## src/rtl/rot_word_serializer.sv

```systemverilog
// ---------------------------------------------------------------------------
// rot_word_serializer
//
// Purpose:
//   Takes each rotated parallel word from the upstream rotator through a
//   valid/ready handshake. It sends the word out one bit per transfer on a
//   serial valid/ready stream. The final bit of each word is flagged, and
//   completed words are counted modulo 256. A new word can be loaded at the
//   same edge as the last-bit transfer, so back-to-back words stream without
//   an idle cycle.
//
// Parameters:
//   WIDTH      parallel word width (>= 2)
//   MSB_FIRST  0: in_data[0] goes out first, 1: in_data[WIDTH-1] goes out first
//
// Ports:
//   clk        rising-edge clock
//   rst        synchronous active-high reset
//   in_data    parallel word from the rotator
//   in_valid   in_data is valid
//   in_ready   word is accepted at this edge (combinational on ser_ready)
//   ser_out    current serial bit
//   ser_valid  ser_out is valid
//   ser_ready  downstream consumes ser_out at this edge
//   ser_last   ser_out is the final bit of the current word
//   busy       a word is loaded and not yet fully transferred
//   word_cnt   completed words, modulo 256
// ---------------------------------------------------------------------------
module rot_word_serializer #(
    parameter int WIDTH     = 8,
    parameter bit MSB_FIRST = 1'b0
) (
    input  logic             clk,
    input  logic             rst,
    input  logic [WIDTH-1:0] in_data,
    input  logic             in_valid,
    output logic             in_ready,
    output logic             ser_out,
    output logic             ser_valid,
    input  logic             ser_ready,
    output logic             ser_last,
    output logic             busy,
    output logic [7:0]       word_cnt
);

    localparam int CW = (WIDTH > 1) ? $clog2(WIDTH) : 1;
    localparam logic [CW-1:0] LAST_IDX = CW'(WIDTH - 1);

    typedef enum logic {
        ST_IDLE,
        ST_SHIFT
    } state_t;

    state_t           r_state;
    logic [WIDTH-1:0] r_sreg;
    logic [CW-1:0]    r_bcnt;
    logic [7:0]       r_wordCnt;

    logic             w_shifting;
    logic             w_lastXfer;
    logic             w_accept;
    logic [WIDTH-1:0] w_shifted;

    // The shift register always presents the next bit at its output end.
    // Every transfer moves the contents one place toward that end and fills
    // the vacated end with zero.
    assign w_shifted = MSB_FIRST ? {r_sreg[WIDTH-2:0], 1'b0}
                                 : {1'b0, r_sreg[WIDTH-1:1]};

    assign w_shifting = (r_state == ST_SHIFT);
    assign w_lastXfer = w_shifting && ser_ready && (r_bcnt == LAST_IDX);

    // Ready is combinational on ser_ready, so the next word can be taken at
    // the same edge the last bit leaves. That edge shared by both events is
    // the zero-bubble reload.
    assign in_ready = !rst && ((r_state == ST_IDLE) || w_lastXfer);
    assign w_accept = in_valid && in_ready;

    assign ser_out   = MSB_FIRST ? r_sreg[WIDTH-1] : r_sreg[0];
    assign ser_valid = w_shifting;
    assign ser_last  = w_shifting && (r_bcnt == LAST_IDX);
    assign busy      = w_shifting;
    assign word_cnt  = r_wordCnt;

    // Control and datapath state. Reset wins over everything. A load (from
    // idle or as a reload on the last bit) restarts the bit counter. A
    // plain last-bit transfer clears the shift register so ser_out reads
    // zero while idle.
    always_ff @(posedge clk) begin
        if (rst) begin
            r_state   <= ST_IDLE;
            r_sreg    <= '0;
            r_bcnt    <= '0;
            r_wordCnt <= 8'd0;
        end else begin
            if (w_lastXfer) begin
                r_wordCnt <= r_wordCnt + 8'd1;
            end

            if (w_accept) begin
                r_sreg  <= in_data;
                r_bcnt  <= '0;
                r_state <= ST_SHIFT;
            end else if (w_lastXfer) begin
                r_sreg  <= '0;
                r_bcnt  <= '0;
                r_state <= ST_IDLE;
            end else if (w_shifting && ser_ready) begin
                r_sreg <= w_shifted;
                r_bcnt <= r_bcnt + CW'(1);
            end
        end
    end

endmodule

```

## config.mk

```make
export PLATFORM = sky130hd
export DESIGN_NAME = rot_word_serializer
export DESIGN_NICKNAME = d
export VERILOG_FILES = /design/src/rtl/rot_word_serializer.sv
export SDC_FILE = /design/constraint.sdc
export NUM_CORES = 1
export LEC_CHECK = 0
export ABC_AREA = 1
export CORE_MARGIN = 5
export CORE_UTILIZATION = 45
export DETAILED_ROUTE_END_ITERATION = 7
export GPL_ROUTABILITY_DRIVEN = 0
export MAX_ROUTING_LAYER = met4
export PLACE_DENSITY = 0.78
export SLEW_MARGIN = 20
export SYNTH_ARGS = -nofsm -noshare
export SYNTH_HDL_FRONTEND = slang
export SYNTH_SLANG_ARGS = --single-unit
```

## constraint.sdc

```tcl
create_clock -name clk -period 1.4 [get_ports clk]
set_input_delay 0.21 -clock clk [delete_from_list [all_inputs] [get_ports clk]]
set_output_delay 0.21 -clock clk [all_outputs]
set_load 0.01 [all_outputs]
```

==> flow_metrics.env <==
export IMPL_status="complete, but fails checks"
export IMPL_violations="negative setup slack"
export IMPL_drtAntennaViolNets=0
export IMPL_clk_insertion_delay_late_ps=300
export IMPL_intPower_uw=855
export IMPL_path_class="register to output port"
export IMPL_synth_nets=161
export IMPL_synth_edf_count=0
export IMPL_cts_num_sinks=20
export IMPL_cellPowerDensity_nw_per_um2=720
export IMPL_period_needed_ps=1530
export IMPL_vias=1100
export IMPL_htreeDepth=1
export IMPL_slew_violations=0
export IMPL_die_area_sq_um=3680
export IMPL_syn_area_per_cell_sq_um=7.92
export IMPL_instances_no_fill=218
export IMPL_cts_buffer_depth=2
export IMPL_cts_hold_buf=0
export IMPL_seq_area_sq_um=413
export IMPL_timing_setup_tns_ps=-1070
export IMPL_grt_pass1_wl_mm=4.57
export IMPL_p_sw_uw=304
export IMPL_async_reset_ff_share_pct=0
export IMPL_utilization_pct=64.9
export IMPL_fin_ws_ps=-135
export IMPL_num_antenna_cells=0
export IMPL_tightest_slew_ps=247
export IMPL_end_kind="output port"
export IMPL_cp_max_fo=2
export IMPL_relSlewSlack_pct=83.5
export IMPL_synth_ff_type="dfxtp_1"
export IMPL_antenna_found_initial=0
export IMPL_drt_first_iter_violations=18
export IMPL_fp_dieW_um=60.7
export IMPL_drt_total_wl_mm=2.70
export IMPL_layout_drive_gt1_share_pct=35.1
export IMPL_max_freq_mhz=652
export IMPL_netSwitchingFraction_pct=26.2
export IMPL_grt_pass1_vias=1106
export IMPL_seqPwrFrac_pct=52.2
export IMPL_synth_warnings=0
export IMPL_irDropWorstVdd_mv=0.526
export IMPL_drtPass1Iterations=4
export IMPL_synth_top_family_by_area="simple AND/OR/NAND/NOR gates"
export IMPL_start_kind="register"
export IMPL_synth_simple_gate_area_share_pct=40.3
export IMPL_n_fill_cell=224
export IMPL_fin_nets=204
export IMPL_vias_per_cell=5.05
export IMPL_synth_mux_area_share_pct=0
export IMPL_period_share_pct=110
export IMPL_core_rowCount=18
export IMPL_clkTransAtPathRegs_ps=110
export IMPL_synth_seq_cells=20
export IMPL_hold_viol=0
export IMPL_fp_dieH_um=60.7
export IMPL_cp_required_ps=1190
export IMPL_synthAdderAreaFrac_pct=3.25
export IMPL_setup_viol=17
export IMPL_coreArea_sq_um=2480
export IMPL_drc=0
export IMPL_hold_slack_ps=471
export IMPL_track_usage_pct=17.1
export IMPL_hpwl_mm=1.93
export IMPL_clock_skew_ps=2.52
export IMPL_post_place_cells=204
export IMPL_synthCells=146
export IMPL_yosysSeqAreaShare_pct=34.6
export IMPL_syn_area_sq_um=1160
export IMPL_rsz0062_at_grt="true"
export IMPL_synth_compound_area_share_pct=9.42
export IMPL_root_buffer="clkbuf_4"
export IMPL_cts_tree="done"
export IMPL_hold_class="register to register"
export IMPL_area_growth_pct=39.2
export IMPL_leakage_nw=0.746
export IMPL_ys_types=23
export IMPL_clockPowerShare_pct=29.0
export IMPL_wl_per_cell_um=12.4
export IMPL_io_buffers=24
export IMPL_cts_buffers=3
export IMPL_power_total_mw=1.16
export IMPL_grt_max_degree=15
export IMPL_gr_total_overflow=0
export IMPL_synthXorXnorAreaFrac_pct=1.52
export IMPL_initial_core_util_pct=46.7
export IMPL_p_comb_share_pct=18.8
export IMPL_drv_cap=0
export IMPL_multi_input_area_sq_um=671
export IMPL_arrival_ps=1320
export IMPL_io_pins=25
## logic make-up after synthesis
family	after synthesis
simple gates	79
buf+inv	27
flops	20
compound gates	15
fa+ha+maj	3
xor+xnor	2
## cell usage after synthesis (2+ instances only)
master | instances | area, sq um
nand3_4 | 3 | 52.6
dfxtp_1 | 20 | 400
clkbuf_1 | 2 | 7.51
ha_1 | 3 | 37.5
nand2_1 | 37 | 139
nand3_1 | 7 | 35.0
nor3_1 | 2 | 10.0
a21oi_1 | 6 | 30.0
nand2_2 | 2 | 12.5
buf_2 | 2 | 10.0
a21oi_2 | 9 | 78.8
nor2_1 | 9 | 33.8
inv_1 | 19 | 71.3
nand3_2 | 8 | 80.1
xor2_1 | 2 | 17.5
nand4_1 | 7 | 43.8
nor3_4 | 2 | 32.5
## power groups by stage
stage	clock (mW)	combinational, mW	sequential, mW
2_1_floorplan	0	0.120	0.616
4_1_cts	0.348	0.214	0.604
5_1_grt	0.379	0.236	0.607
3_3_place_gp	0	0.192	0.615
3_5_place_dp	0	0.198	0.617
6_report	0.336	0.218	0.604
## metrics by stage
stage	setup slack [ps]	instance area, sq um
after floorplan	-51.5	1180
final	-135	1610
after global placement	-337	1490
after global routing	-199	1610
after detailed placement	-383	1490
after CTS	-149	1600
## path summary, 6_finish.rpt
check        cells after the start           to  slack (ps)         from
max                              5     in_ready        -130    r_bcnt[0]
min                              2  word_cnt[5]         470  word_cnt[5]
max reg2reg                      9    r_sreg[3]         -80    r_bcnt[0]
min reg2reg                      2  word_cnt[5]         470  word_cnt[5]
## per-layer routing
layer  track usage [%]  up-vias  share of wire (%)
met5                 -        -                  0
met4              6.50        0                1.6
met3              2.55        5                4.2
met2              30.5       27                 51
met1              19.1      514                 43
li1                  -      554                  -
## what timing repair did
| item | CTS | global route |
|---|---|---|
| cloned | 1 | 0 |
| endpoints found under the hold margin | 0 | 0 |
| pin swaps | 0 | 4 |
| setup buffers | 8 | 1 |
| gates resized for setup | 29 | 3 |
| endpoints found under the setup margin | 29 | 21 |
## cells in the final DEF, fill, tap and decap left out
master and n:
a21oi_1 5, clkbuf_4 3, nand3_1 7, nor2_2 1, nand4_1 7, nand2_8 1, buf_6 2, dfxtp_2 7
dfxtp_4 1, nor3_4 2, buf_4 18, nand3_4 3, nor2_1 9, nand2_1 36, dfxtp_1 12, inv_1 19
clkdlybuf4s15_1 2, clkbuf_8 1, nand3_2 9, clkdlybuf4s50_1 11, nor3_1 2, nand2_2 3, inv_2 1, dlygate4sd2_1 9
a21oi_2 10, ha_4 2, buf_2 2, ha_1 1, xor2_1 2
## sequential cells by signal, indices dropped and copies added (netlist names)
name      flops
r_sreg        8
word_cnt      8
r_bcnt        3
busy          1
## worst max-delay path, cell delays in order (launching register included)
cell,delay [ps]
dfxtp_2,370
ha_4,140
ha_4,140
nand3_4,70
a21oi_2,160
buf_2,150
## cell type report
class	instances	share of cell area [%]
multi-input combinational	100	41.7
sequential	20	25.7
timing repair buffer	44	23.4
clock buffer	4	2.26
inverter	20	4.67
tap	30	2.33
(Power assumes the default switching activity.)
